$ cat src/rtl/tdm_demux_if.sv
// Bus between a TDM word source and the demultiplexer: the multiplexed input
// lane plus the restored parallel channels and framing status.
interface tdm_demux_if #(
  parameter int WIDTH    = 8,
  parameter int CHANNELS = 4
);
  localparam int SW = $clog2(CHANNELS);

  logic [WIDTH-1:0]          din;
  logic                      din_valid;
  logic                      frame_start;
  logic [CHANNELS*WIDTH-1:0] ch_data;
  logic [CHANNELS-1:0]       ch_valid;
  logic [SW-1:0]             slot;
  logic                      frame_done;
  logic                      sync_err;

  // Source side: drives the lane, observes the channels.
  modport master (
    output din, din_valid, frame_start,
    input  ch_data, ch_valid, slot, frame_done, sync_err
  );

  // Demultiplexer side: consumes the lane, drives the channels.
  modport slave (
    input  din, din_valid, frame_start,
    output ch_data, ch_valid, slot, frame_done, sync_err
  );
endinterface

$ cat src/rtl/tdm_demux.sv
// Time-division demultiplexer: steers each valid input word into one of
// CHANNELS held output registers following a wrapping slot counter that
// frame_start realigns to slot 0. A frame_start arriving mid-frame raises a
// sticky sync error but still wins over the counter.
module tdm_demux #(
  parameter int WIDTH    = 8,
  parameter int CHANNELS = 4
) (
  input  logic         clk,
  input  logic         rst,
  tdm_demux_if.slave   bus
);
  localparam int            SW   = $clog2(CHANNELS);
  // Explicit wrap point so non-power-of-2 channel counts never reach an
  // unused slot index.
  localparam logic [SW-1:0] LAST = SW'(CHANNELS - 1);

  logic [CHANNELS*WIDTH-1:0] ch_data_q,    ch_data_d;
  logic [CHANNELS-1:0]       ch_valid_q,   ch_valid_d;
  logic [SW-1:0]             slot_q,       slot_d;
  logic                      frame_done_q, frame_done_d;
  logic                      sync_err_q,   sync_err_d;
  logic [SW-1:0]             tgt;

  // Next-state: pick the target slot, write the word, advance the counter.
  always_comb begin
    // NOTE: every variable gets a default before any branch so no path leaves
    // it unassigned; otherwise synthesis infers a latch to hold the old value.
    ch_data_d    = ch_data_q;
    ch_valid_d   = '0;
    slot_d       = slot_q;
    frame_done_d = 1'b0;
    sync_err_d   = sync_err_q;
    tgt          = bus.frame_start ? '0 : slot_q;

    if (bus.din_valid) begin
      ch_data_d[int'(tgt)*WIDTH +: WIDTH] = bus.din;
      ch_valid_d   = CHANNELS'(1) << tgt;
      frame_done_d = (tgt == LAST);
      slot_d       = (tgt == LAST) ? '0 : tgt + 1'b1;
      // Resync mid-frame: flag it, but channel 0 still takes the word.
      if (bus.frame_start && (slot_q != '0)) begin
        sync_err_d = 1'b1;
      end
    end
  end

  // State registers; reset clears channel data too, so a partial frame is lost.
  always_ff @(posedge clk or posedge rst) begin
    // NOTE: sequential state uses non-blocking assignments so every register
    // samples the pre-edge values, independent of statement order.
    if (rst) begin
      ch_data_q    <= '0;
      ch_valid_q   <= '0;
      slot_q       <= '0;
      frame_done_q <= 1'b0;
      sync_err_q   <= 1'b0;
    end else begin
      ch_data_q    <= ch_data_d;
      ch_valid_q   <= ch_valid_d;
      slot_q       <= slot_d;
      frame_done_q <= frame_done_d;
      sync_err_q   <= sync_err_d;
    end
  end

  assign bus.ch_data    = ch_data_q;
  assign bus.ch_valid   = ch_valid_q;
  assign bus.slot       = slot_q;
  assign bus.frame_done = frame_done_q;
  assign bus.sync_err   = sync_err_q;
endmodule
$ cat src/flat_wrapper.sv
// flat-port wrapper written by rule: the top's interface ports become plain ports
module tdm_demux_flat 
#(
  parameter int WIDTH    = 8,
  parameter int CHANNELS = 4
)
  (clk, rst, bus_din, bus_din_valid, bus_frame_start, bus_ch_data, bus_ch_valid, bus_slot, bus_frame_done, bus_sync_err);
  tdm_demux_if #(.WIDTH(WIDTH), .CHANNELS(CHANNELS)) bus_i ();
  input  logic clk;
  input  logic rst;
  input wire logic [$bits(bus_i.din)-1:0] bus_din;
  input wire logic [$bits(bus_i.din_valid)-1:0] bus_din_valid;
  input wire logic [$bits(bus_i.frame_start)-1:0] bus_frame_start;
  output wire logic [$bits(bus_i.ch_data)-1:0] bus_ch_data;
  output wire logic [$bits(bus_i.ch_valid)-1:0] bus_ch_valid;
  output wire logic [$bits(bus_i.slot)-1:0] bus_slot;
  output wire logic [$bits(bus_i.frame_done)-1:0] bus_frame_done;
  output wire logic [$bits(bus_i.sync_err)-1:0] bus_sync_err;
  assign bus_i.din = bus_din;
  assign bus_i.din_valid = bus_din_valid;
  assign bus_i.frame_start = bus_frame_start;
  assign bus_ch_data = bus_i.ch_data;
  assign bus_ch_valid = bus_i.ch_valid;
  assign bus_slot = bus_i.slot;
  assign bus_frame_done = bus_i.frame_done;
  assign bus_sync_err = bus_i.sync_err;
  tdm_demux #(.WIDTH(WIDTH), .CHANNELS(CHANNELS)) u_core (.clk(clk), .rst(rst), .bus(bus_i));
endmodule
$ cat config.mk
export PLATFORM = sky130hd
export DESIGN_NAME = tdm_demux_flat
export DESIGN_NICKNAME = d
export VERILOG_FILES = /design/src/rtl/tdm_demux_if.sv /design/src/rtl/tdm_demux.sv /design/src/flat_wrapper.sv
export SDC_FILE = /design/constraint.sdc
export NUM_CORES = 1
export LEC_CHECK = 0
export BUFFER_PORTS_ARGS = -buffer_cell sky130_fd_sc_hd__buf_2
export CAP_MARGIN = 40
export CORE_MARGIN = 1.5
export CORE_UTILIZATION = 45
export DETAILED_ROUTE_END_ITERATION = 8
export PLACE_DENSITY = 0.72
export SLEW_MARGIN = 20
export SYNTH_ARGS = -nofsm -noshare
export SYNTH_HDL_FRONTEND = slang
export SYNTH_SLANG_ARGS = --single-unit
$ cat constraint.sdc
create_clock -name clk -period 3.55 [get_ports clk]
set_clock_uncertainty 0.1 [all_clocks]
set_input_delay 0.5325 -clock clk [delete_from_list [all_inputs] [get_ports clk]]
set_output_delay 0.5325 -clock clk [all_outputs]
set_load 0.01 [all_outputs]
# == Word level (Yosys, flattened, before mapping) ==
# Index checks and enable logic that the tools add are counted.
# word_totals
register_bits,40
inputBits,12
# classes
add_sub_neg,2
n_eq_ne,1
n_shift,3
n_mux,5
reduce_logical,3
# op_table
operator,n
$neg 5->33,1
$shift 8x33->32 const A,1
$shiftx 8x33->32,1
$bwmux 32,1
$mux 2,2
$mux 4,1
$shl 1x2->4 const A,1
$add 2x1->2 const B,1
$eq 2x2->1 const B,1
$reduce_and 2->1,1
$reduce_bool 2->1,1
$logic_and 1x1->1,1
$mux 1,1

# == Depth between registers and ports, before layout ==
# Gate-level depths: netlist of run 1.
# logic_depth
ltp_word,4
ltp_mapped,8
mapped_depth_nobuf,6

# == Worst setup path after synthesis of run 1 ==
# OpenSTA, ideal clock, no wires.
# synth_timing
path_type,input to register
startpoint,in bus_frame_start
endpoint,"reg u_core.ch_data_q[10], in the netlist u_core.bus.ch_data[10]"
t_arrival_ns,1.818
t_required_ns,3.385
setup_slack_ns,1.566
stages,7
path_cell_list,buf_4 nand2b_1 ha_1 nor3_2 and4_1 buf_4 a22o_1
# synth_between
elab_chain_cells,4
elab_cells_between_ends,5
cone_classes,add/sub: 1; shift: 2; mux: 2
# synth_lines
element,line,text
from (decl),flat_wrapper.sv:13,input wire logic [$bits(bus_i.frame_start)-1:0] bus_frame_start;
$mux 2 *,tdm_demux.sv:34,tgt = bus.frame_start ? '0 : slot_q;
$neg 5->33 *,tdm_demux.sv:37,ch_data_d[int'(tgt)*WIDTH +: WIDTH] = bus.din;
$shiftx 8x33->32 or $shift 8x33->32 (tied branches),tdm_demux.sv:37,
$bwmux 32 *,tdm_demux.sv:37,
to (signal assigned),tdm_demux.sv:59,ch_data_q <= ch_data_d;
to (decl),tdm_demux.sv:18,"logic [CHANNELS*WIDTH-1:0] ch_data_q, ch_data_d;"
# Every way passes the cells marked *; elsewhere a longest branch is shown, timed or not.
# A chain may end at the register's enable or synchronous reset.

# == Worst setup path in the final report of run 1 ==
# layout_timing
startpoint,"reg u_core.slot_q[0], in the netlist u_core.bus.slot[0]"
endpoint,"reg u_core.ch_data_q[9], in the netlist u_core.bus.ch_data[9]"
# layout_between
elab_chain_cells,4
elab_cells_between_ends,5
cone_classes,add/sub: 1; shift: 2; mux: 2
# layout_lines
element,line,text
from (decl),tdm_demux.sv:20,"logic [SW-1:0] slot_q, slot_d;"
from (signal assigned),tdm_demux.sv:61,slot_q <= slot_d;
$mux 2 *,tdm_demux.sv:34,
$neg 5->33 *,tdm_demux.sv:37,
$shiftx 8x33->32 or $shift 8x33->32 (tied branches),tdm_demux.sv:37,
$bwmux 32 *,tdm_demux.sv:37,
# Marks and branches as above.

==> results of run 1 <==
[cell usage in the layout, fill, tap and decap left out]
master and count:
o21bai_1 1, a22o_1 8, buf_2 51, nand2b_1 1
nor2_1 4, nand2_2 1, and2_1 1, clkbuf_4 5
nor3_2 1, nor2_2 1, a21oi_1 1, o21ai_4 1
nand3_1 8, inv_1 5, inv_2 1, clkbuf_8 2
clkinv_1 1, nand4b_4 1, o21ai_0 8, o21ai_1 8
nand3b_1 1, nor2b_1 2, ha_1 3, mux2_2 1
clkbuf_1 1, o2bb2ai_1 8, nand2_1 35, dfrtp_1 39
buf_4 1, and4_1 1
[where the power goes]
group | leakage [uW] | internal [uW] | total, uW | switching (uW)
clock | 0.0000386 | 117 | 258 | 141
sequential | 0.000523 | 510 | 554 | 43.8
combinational | 0.000469 | 107 | 261 | 154
total | 0.00103 | 734 | 1070 | 340
[per-layer routing]
metal,share of wire,GRT usage
met1,0.45,0.247
met2,0.48,0.319
met3,0.054,0.0613
met4,0.016,0.0750
met5,0,0
[cells by family (layout without fill, tap and decap cells)]
kind of cell    after synthesis  in the layout  synth area share
buf+inv                      15             67            0.0455
simple gates                 57             57             0.169
mux                           1              1           0.00694
compound gates               35             35             0.154
fa+ha+maj                     3              3            0.0232
flops                        39             39             0.602
[worst max-delay path: cells and delay by family, from the launching register on]
| kind | cells | cell delay, ns |
|---|---|---|
| adders and majority gates | 1 | 0.35 |
| DFF | 1 | 0.53 |
| AOI/OAI and AO/OA | 1 | 0.19 |
| and+or+nand+nor | 3 | 0.79 |
[sequential cells by signal, summed over array words and instances (netlist names)]
register             flops
u_core.bus.ch_data      32
u_core.bus.ch_valid      4
u_core.bus.slot          2
u_core.bus.sync_err      1
[path summary, 6_finish.rpt]
kind                            depth (start not counted)                                  to  slack (ns)
worst min register to register                          2  u_core.bus.ch_data[20]$_DFFE_PP0P_        0.38
worst max-delay path                                    5   u_core.bus.ch_data[9]$_DFFE_PP0P_        1.54
worst max register to register                          5   u_core.bus.ch_data[9]$_DFFE_PP0P_        1.54
worst min-delay path                                    3  u_core.bus.ch_data[17]$_DFFE_PP0P_        0.18
max in group asynchronous                               3    u_core.bus.ch_valid[3]$_DFF_PP0_        2.84
min in group clk                                        3  u_core.bus.ch_data[28]$_DFFE_PP0P_        0.35
[per-stage QoR]
step                setup slack [ns]  hold WS [ns]  total power (uW)  cells  utilization
floorplan                       1.57         0.413               722    150            -
global placement                1.45         0.358               819    240        0.559
detailed placement              1.32         0.363               829    240        0.559
CTS                             1.55         0.192              1080    248        0.579
global route                    1.40         0.206              1140    248        0.579
finish                          1.54         0.179              1070    248        0.579
[cell type report]
| cell class | instances | share of cell area |
|---|---|---|
| multi-input cells | 96 | 0.291 |
| flip-flops and latches | 39 | 0.497 |
| well taps | 46 | 0.0293 |
| inverters | 7 | 0.0134 |
| repair buffers | 52 | 0.134 |
| clock buffers | 8 | 0.0351 |
==> impl_results.md, run 1 <==
* Synth unique cells at 28
* Hold-fix buffers, CTS at 0
* Syn-to-layout area delta at 21.1%
* # IOs at between 50 and 60
* Max-Cap Viols at 0
* DIE AREA at 0.00397 sq mm
* Cell taking the most area after synthesis: dfrtp_1
* First-pass GRT wire length at 5980 um
* Status: finished, final reports clean
* CTS tree: built
* DRC at 0
* Routed len/inst at between 10 and 15 um
* Cells after synthesis at 150
* Initial antenna violation count at 0
* Crit Path Class: register to register
* Clk slew on worst S/H paths at around 0.11 ns
* Reg area at just under 0.001 sq mm
* DRT antenna net count at 0
* Vias in the first global route at roughly 1,300
* Synth area leaders: dfrtp_1 (60%), nand2_1 (8.1%), a22o_1 (4.3%), o2bb2ai_1 (4.3%), nand3_1 (2.5%)
* Fmax at 496 MHz
* Dpl hpwl at about 2500 um
* Routability Congestion at just under 0.8
* WP data required at between 3 and 4 ns
* FF-to-FF Start: u_core.bus.slot[0]$_DFFE_PP0P_
* Post-synth top cells: dfrtp_1 (39), nand2_1 (35)
* Main synth FF type: dfrtp_1
* CTS Root Cell: clkbuf_4
* Syn Area/Cell at roughly 11 sq um
* Clk Latency, worst-skew pair at roughly 0.35 ns
* Relative slew slack at 0.681
* Top-count cell post-synth: dfrtp_1
* Yosys reg bits at 39
* Sink Count at 39
* Share of layout cells above drive strength 1 at 0.327
* Pwr/cell area at 547 mW/mm^2
* Asr flop ratio synth at 1.00
* CP max stage cell: dfrtp_1
* Port Buffers at a little over 50
* Area share of the largest cell type after synthesis at 0.602
* Gr ovfl total at 0
* Core area at 0.00339 sq mm
* WP data arrival at between 2 and 2.5 ns
* Tcrit/Tclk final at 0.568
* RSZ-0062 raised after global routing: no
* Part of the Yosys area used for sequential elements at 0.602
* Worst-Margin Slew at approximately 0.48 ns
* Number of DRC markers in iteration 0 at 53
* Final WL at 3500 um
* Net count after synthesis at ~170
* Synthesis warning total at 0
* Worst hold path type: input port to asynchronous set/reset pin
* Nets at ~220
* N_diodes at 0
* Final setup viols at 0
* Placed Area at approximately 0.0019 sq mm
* Area occupied by multi-input gates at roughly 570 sq um
* CP Max Fanout at 8
* Largest net degree at the start of global routing at 40
* CP Launch Type: register
* CTS max path bufs at 2
* Min cycle time layout at around 2.0 ns
* Die W at around 63 um
* H-tree depth at 2
* Static Leak at around 0.0010 uW
* Final Hold Viols at 0
* Num CTS Buffers at 5
* Routed via count at ~1,300
* Chip height at between 60 and 70 um
* DRT Pass-1 Iters at 4
* Number of synthesized flops with an enable pin at 0
* Max incr delay on CP at ~0.53 ns
* Mapped cell area at between 0.0015 and 0.002 sq mm
* Number of fill cells at ~300
* Fin area at a little under 0.002 sq mm
* Setup Buffers After CTS at 0
* Num rows at 21
* Vias/cell at approximately 5.1
* Starting Density at 0.478
* VDD IR max at roughly 260 uV
* Crit path launch: u_core.bus.slot[0]$_DFFE_PP0P_
* Tot GR Track Use at 0.197
* CP Capture Type: register
* Final Max Slew Viols at 0
* Post-route setup TNS at 0 ns
* Post-CTS sizing at 0
* Crit path cell chain: nand2b_1 -> ha_1 -> nor3_2 -> and4_1 -> a22o_1
(Power assumes the default switching activity.)
==> run 2, diff against run 1 <==
--- a/config.mk
+++ b/config.mk
@@ -5,12 +5,13 @@
 export SDC_FILE = /design/constraint.sdc
 export NUM_CORES = 1
 export LEC_CHECK = 0
+export ABC_AREA = 1
 export BUFFER_PORTS_ARGS = -buffer_cell sky130_fd_sc_hd__buf_2
 export CAP_MARGIN = 40
 export CORE_MARGIN = 1.5
 export CORE_UTILIZATION = 45
 export DETAILED_ROUTE_END_ITERATION = 8
-export PLACE_DENSITY = 0.72
+export PLACE_DENSITY = 0.74
 export SLEW_MARGIN = 20
 export SYNTH_ARGS = -nofsm -noshare
 export SYNTH_HDL_FRONTEND = slang
==> constraint.sdc (replaced) <==
create_clock -name clk -period 1.8 [get_ports clk]
set_clock_uncertainty 0.1 [all_clocks]
set_input_delay 0.27 -clock clk [delete_from_list [all_inputs] [get_ports clk]]
set_output_delay 0.27 -clock clk [all_outputs]
set_load 0.01 [all_outputs]
==> impl_results.md, run 2 <==
* Status: finished, final reports clean
* FF-to-FF Start: u_core.bus.slot[0]$_DFFE_PP0P_
* Die W at 65.1 um (+3.4%)
* Final Hold Viols at 0 (unchanged)
* Gr ovfl total at 0 (unchanged)
* VDD IR max at 535 uV (+110%)
* CP max stage cell: dfrtp_2
* Post-synth top cells: nand2_1 (59), dfrtp_1 (39), nand3_1 (18)
* Number of DRC markers in iteration 0 at 58 (+9.4%)
* Final WL at 3750 um (+7.3%)
* CP Capture Type: register
* CTS Root Cell: clkbuf_8
* Final setup viols at 0 (unchanged)
* Cells after synthesis at 197 (+31%)
* Vias in the first global route at 1,339 (+6.7%)
* WP data arrival at 1.77 ns (-0.43 ns)
* Port Buffers at 51 (unchanged)
* Yosys reg bits at 39 (unchanged)
* DRT antenna net count at 0 (unchanged)
* Top-count cell post-synth: nand2_1
* Post-route setup TNS at 0 ns (unchanged)
* CP Buf/Inv Count at 2 (+2)
* Sequential share of power at 0.483 (-0.033)
* Clock network power share at 0.310 (+0.070)
* CTS max path bufs at 2 (unchanged)
* Min cycle time layout at 1.64 ns (-0.374 ns)
* Chip height at 65.1 um (+3.4%)
* Most common cell after layout, fill and taps aside: nand2_1
* Net Sw Power at 604 uW (+78%)
* Switching share of power at 0.293 (-0.0234)
* Delay-heaviest family, CP: simple AND/OR/NAND/NOR gates
* DRT Pass-1 Iters at 4 (unchanged)
* Reg area at 977 sq um (+0.13%)
* Final Max Slew Viols at 0 (unchanged)
* Syn Area/Cell at 8.82 sq um (-18%)
* Nets at 269 (+25%)
* Max-Cap Viols at 0 (unchanged)
* Clk slew on worst S/H paths at 0.07 ns (-0.04 ns)
* Worst hold path type: input port to register
* Routed via count at 1,434 (+14%)
* Crit path launch: u_core.bus.slot[0]$_DFFE_PP0P_
* Tcrit/Tclk final at 0.912 (+0.344)
* Num rows at 22 (+4.8%)
* Worst-Margin Slew at 0.482 ns (+0.00294 ns)
* Combinational group share of total power at 0.208 (-0.035)
* Asr flop ratio synth at 1.00 (unchanged)
* RSZ-0062 raised after global routing: yes
* Tot GR Track Use at 0.203 (+0.00570)
* Share of layout cells above drive strength 1 at 0.325 (-0.00124)
* Static Leak at 0.00117 uW (+13%)
* Area share of the largest cell type after synthesis at 0.562 (-0.0403)
* CTS tree: built
* DIE AREA at 0.00424 sq mm (+6.8%)
* DRC at 0 (unchanged)
* Number of fill cells at 363 (+23%)
* Max incr delay on CP at 0.42 ns (-0.11 ns)
* Cell taking the most area after synthesis: dfrtp_1
* Syn-to-layout area delta at 24.7%
* Sink Count at 39 (unchanged)
* Total Power at 2060 uW (+92%)
* N_diodes at 0 (unchanged)
* Area occupied by multi-input gates at 656 sq um (+15%)
* Initial antenna violation count at 0 (unchanged)
* Crit path cell chain: inv_2 -> nor2_4 -> inv_1 -> ha_2 -> nand2_2 -> nor2_1 -> nand3_1 -> nand2_1
* Net count after synthesis at 212 (+28%)
* Routed len/inst at 12.4 um (-12%)
* Synthesis warning total at 0 (unchanged)
* Synth area leaders: dfrtp_1 (56%), nand2_1 (13%), nand3_1 (5.2%), o21ai_0 (4.9%), inv_1 (3.7%)
* Synth unique cells at 22 (-21%)
* Core area at 0.00369 sq mm (+8.8%)
* Fin util at 0.588 (+0.00834)
* Crit Path Class: register to register
* Routability Congestion at 0.904 (+17%)
* Num CTS Buffers at 5 (unchanged)
* Starting Density at 0.471 (-0.00724)
* Dpl hpwl at 2750 um (+8.2%)
* H-tree depth at 2 (unchanged)
* Part of the Yosys area used for sequential elements at 0.562 (-0.0403)
* # IOs at 52 (unchanged)
* Pwr/cell area at 952 mW/mm^2 (+74%)
* Fmax at 609 MHz (+23%)
* Main synth FF type: dfrtp_1
* Hold Crit Start: bus_frame_start
* Internal at 1460 uW (+99%)
* Number of synthesized flops with an enable pin at 0 (unchanged)
* Vias/cell at 4.73 (-6.6%)
* Largest net degree at the start of global routing at 40 (unchanged)
* CP Launch Type: register
* Relative slew slack at 0.679 (-0.00196)
* Max reg flops at 32 (unchanged)
* WP data required at 1.93 ns (-1.81 ns)
* Clk Latency, worst-skew pair at 0.29 ns (-0.06 ns)
* CP Max Fanout at 8 (unchanged)
* Commonest cells after routing, fill and taps aside: nand2_1 (58), buf_2 (51), dfrtp_1 (38)
* First-pass GRT wire length at 6400 um (+7.0%)
* Mapped cell area at 0.00174 sq mm (+7.2%)
==> run 2: cell types whose count changed after synthesis, sizes merged, moves of 7 or more <==
cell     before  now
inv           6   18
o2bb2ai       8    0
o21ai        17   24
a22o          8    0
nand2        36   63
nand3         8   18
nor2          5   19
==> run 2: final cells by class <==
class,count,share of cell area
Tap cell,48,0.0277
Timing Repair Buffer,57,0.140
Clock buffer,8,0.0462
Inverter,19,0.0329
Multi-Input combinational cell,132,0.303
Sequential cell,39,0.451
==> run 2: path summary, 6_finish.rpt <==
check                                                         end  slack (ns)  cells past startpoint
worst max-delay path            u_core.bus.ch_data[7]$_DFFE_PP0P_        0.16                      8
worst min-delay path              u_core.bus.sync_err$_DFFE_PP0P_        0.21                      2
worst max register to register  u_core.bus.ch_data[7]$_DFFE_PP0P_        0.16                      8
worst min register to register  u_core.bus.ch_data[3]$_DFFE_PP0P_        0.37                      2
max in group asynchronous          u_core.bus.slot[0]$_DFFE_PP0P_        0.71                      4
min in group asynchronous        u_core.bus.ch_valid[0]$_DFF_PP0_        0.53                      4
==> run 2: worst reg2reg max path: stages, from the launching register on <==
cell and delay, ns:
dfrtp_2 0.42, inv_2 0.08, nor2_4 0.10, inv_1 0.06, ha_2 0.39, nand2_2 0.13
nor2_1 0.12, nand3_1 0.09, nand2_1 0.09
==> run 2: metal layers <==
layer | vias to the layer above | part of all wire | GRT usage
met5 | - | 0 | 0
met4 | 0 | 0.016 | 0.0807
met3 | 5 | 0.068 | 0.0497
met2 | 47 | 0.46 | 0.294
met1 | 648 | 0.46 | 0.295
li1 | 734 | - | -
==> run 2: kinds of logic after synthesis <==
logic type                 after synthesis  share of synthesized area
AOI/OAI and AO/OA                       27                     0.0821
and+or+nand+nor                        102                      0.256
adders and majority gates                3                     0.0216
DFF                                     39                      0.562
buffers and inverters                   26                     0.0785
==> run 2: per-stage QoR <==
stage	instances	area [sq um]	hold WS [ns]	worst slack [ns]
after floorplan	197	1760	0.333	-0.0159
after global placement	294	2050	0.306	0.114
after detailed placement	294	2050	0.307	0.0646
after CTS	303	2160	0.208	0.0433
after global routing	303	2170	0.217	-0.00695
final	303	2170	0.212	0.159
==> run 2: what timing repair did <==
| item | in CTS | in global routing |
|---|---|---|
| buffers inserted | 0 | 0 |
| gates resized for setup | 0 | 5 |
| hold buffers | 1 | 0 |
| endpoints found under the setup margin | 0 | 16 |
| endpoints found under the hold margin | 28 | 0 |
==> run 2: power groups by stage <==
| stage | Clock, uW | Combinational (uW) | Sequential, uW |
|---|---|---|---|
| 2_1_floorplan | 0 | 239 | 1050 |
| 3_3_place_gp | 0 | 420 | 1010 |
| 3_5_place_dp | 0 | 424 | 1010 |
| 4_1_cts | 648 | 427 | 996 |
| 5_1_grt | 702 | 487 | 1000 |
| 6_report | 639 | 428 | 995 |
==> run 3, diff against run 2 <==
--- a/config.mk
+++ b/config.mk
@@ -11,7 +11,9 @@
 export CORE_MARGIN = 1.5
 export CORE_UTILIZATION = 45
 export DETAILED_ROUTE_END_ITERATION = 8
+export GPL_TIMING_DRIVEN = 0
 export PLACE_DENSITY = 0.74
+export SETUP_SLACK_MARGIN = 0.02
 export SLEW_MARGIN = 20
 export SYNTH_ARGS = -nofsm -noshare
 export SYNTH_HDL_FRONTEND = slang
==> impl_results.md, run 3 (synthesis gave the netlist of run 2 again) <==
* Status: finished, final reports clean
* # IOs at 52 (unchanged)
* Placed Area at 0.00211 sq mm (+3.2%)
* Static Leak at 0.00123 uW (+4.9%)
* Syn-to-layout area delta at 33.8%
* Placed Cells at 296 (+0.68%)
* Die W at 65.1 um (unchanged)
* DRT Pass-1 Iters at 4 (unchanged)
* Met3 Use GR at 0.0548 (+0.00514)
* Fin util at 0.631 (+0.0431)
* CP Capture Type: register
* Max reg flops at 32 (unchanged)
* Starting Density at 0.471 (unchanged)
* Dpl hpwl at 2750 um (about the same)
* Worst hold path endpoint: u_core.bus.slot[1]$_DFFE_PP0P_
* Clk Latency, worst-skew pair at 0.28 ns (about the same)
* RR Endpoint: u_core.bus.ch_data[29]$_DFFE_PP0P_
* Min cycle time layout at 1.70 ns (+0.0590 ns)
* Clk slew on worst S/H paths at 0.07 ns (about the same)
* RSZ-0062 raised after global routing: yes
* Worst hold path type: input port to register
* Nets at 278 (+3.3%)
* Num rows at 22 (unchanged)
* Reg area at 977 sq um (unchanged)
* Max-Cap Viols at 0 (unchanged)
* Vias in the first global route at 1,319 (-1.5%)
* WP data required at 1.91 ns (-0.02 ns)
* Fin area at 0.00233 sq mm (+7.3%)
* Largest net degree at the start of global routing at 24 (-40%)
* Routed via count at 1,513 (+5.5%)
* Num CTS Buffers at 5 (unchanged)
* Final Hold Viols at 0 (unchanged)
* Hold Crit Start: bus_din_valid
* Tot GR Track Use at 0.199 (-0.00371)
* Reg2reg path depth at 9 (+1)
* Port Buffers at 50 (-2.0%)
* Commonest cells after routing, fill and taps aside: nand2_1 (58), buf_2 (51), dfrtp_1 (38), nand3_1 (16), inv_1 (15)
* Area occupied by multi-input gates at 699 sq um (+6.7%)
* Chip height at 65.1 um (unchanged)
* Final Non-Filler Cells at 312 (+3.0%)
* Routability Congestion at 0.788 (-13%)
* Number of fill cells at 330 (-9.1%)
* H-tree depth at 2 (unchanged)
* VDD IR max at 570 uV (+6.5%)
* DIE AREA at 0.00424 sq mm (unchanged)
* Fmax at 588 MHz (-3.5%)
* N_diodes at 0 (unchanged)
* Hold Path Depth at 3 (+1)
* Crit Path Class: register to register
* CTS tree: built
* First-pass GRT wire length at 6360 um (-0.66%)
* Post-route setup TNS at 0 ns (unchanged)
* Number of DRC markers in iteration 0 at 73 (+26%)
* Vias/cell at 4.85 (+2.5%)
* FF-to-FF Start: u_core.bus.slot[0]$_DFFE_PP0P_
* GRT busiest layer: met1
* Most common cell after layout, fill and taps aside: nand2_1
* Tcrit/Tclk final at 0.945 (+0.0328)
* DRC at 0 (unchanged)
* Final setup viols at 0 (unchanged)
* CP Launch Type: register
* M1 GR Usage at 0.289 (-0.00558)
* Share of layout cells above drive strength 1 at 0.379 (+0.0533)
* WP data arrival at 1.81 ns (+0.04 ns)
* Sink Count at 39 (unchanged)
* R2r setup slk at 0.1 ns (-0.06 ns)
* Core area at 0.00369 sq mm (unchanged)
* Relative slew slack at 0.737 (+0.0581)
* CTS max path bufs at 2 (unchanged)
* Routed len/inst at 12.5 um (+1.0%)
* DRT antenna net count at 0 (unchanged)
* CTS Root Cell: clkbuf_8
* Met2 Usage GRT at 0.287 (-0.00644)
* Pwr/cell area at 918 mW/mm^2 (-3.5%)
* Final Max Slew Viols at 0 (unchanged)
* CP Max Fanout at 9 (+1)
* Initial antenna violation count at 0 (unchanged)
* Final WL at 3910 um (+4.1%)
* Worst-Margin Slew at 0.394 ns (-0.0877 ns)
* Gr ovfl total at 0 (unchanged)
run 3: cell type report:
| class | instances | share of cell area |
|---|---|---|
| timing repair inverter | 1 | 0.00215 |
| timing repair buffer | 58 | 0.143 |
| tap | 48 | 0.0258 |
| multi-input combinational | 132 | 0.301 |
| inverter | 19 | 0.0344 |
| buffer | 7 | 0.0307 |
| sequential | 39 | 0.420 |
| clock buffer | 8 | 0.0430 |
run 3: power breakdown:
part | internal, uW | switching [uW] | leakage, uW
registers | 953 | 38.5 | 0.000525
clock network | 350 | 285 | 0.0000515
logic | 195 | 315 | 0.000650
total | 1500 | 638 | 0.00123
run 3: timing repair:
| action | CTS | global route |
|---|---|---|
| cloned | 0 | 1 |
| endpoints found under the hold margin | 16 | 0 |
| pin swaps | 1 | 1 |
| hold buffers | 1 | 0 |
| setup endpoints to repair | 34 | 32 |
| resized for setup | 10 | 8 |
| setup buffers | 2 | 4 |
run 3: worst max-delay path by stage:
stage | start | endpoint | slack (ns)
after global placement | u_core.bus.slot[0]$_DFFE_PP0P_ | u_core.bus.ch_data[31]$_DFFE_PP0P_ | -0.21
after global routing | u_core.bus.slot[1]$_DFFE_PP0P_ | u_core.bus.ch_data[29]$_DFFE_PP0P_ | -0.008
after detailed placement | u_core.bus.slot[0]$_DFFE_PP0P_ | u_core.bus.ch_data[31]$_DFFE_PP0P_ | -0.25
after CTS | u_core.bus.slot[0]$_DFFE_PP0P_ | u_core.bus.ch_data[11]$_DFFE_PP0P_ | 0.04
after floorplan | u_core.bus.slot[0]$_DFFE_PP0P_ | u_core.bus.ch_data[21]$_DFFE_PP0P_ | 0.003
final | u_core.bus.slot[0]$_DFFE_PP0P_ | u_core.bus.ch_data[29]$_DFFE_PP0P_ | 0.1
run 3: worst max-delay path, cell delays in order (launching register included):
cell     delay [ns]
dfrtp_2        0.39
inv_4          0.05
nor2_4         0.09
buf_6          0.12
inv_1          0.05
ha_1           0.19
buf_6          0.16
nor2_2         0.23
nand3_1        0.10
o21ai_0        0.15
run 3: per-stage QoR:
step,power (uW),hold slack [ns],setup WS [ns]
after CTS,2120,0.199,0.0352
after global routing,2270,0.217,-0.00840
after global placement,1450,0.352,-0.209
final,2140,0.213,0.0996
after floorplan,1300,0.333,0.00274
after detailed placement,1460,0.185,-0.246
run 3: routing by layer:
metal	share of wire	vias to the layer above
met2	0.44	52
met1	0.49	696
met3	0.053	6
met5	0	-
li1	-	759
met4	0.013	0
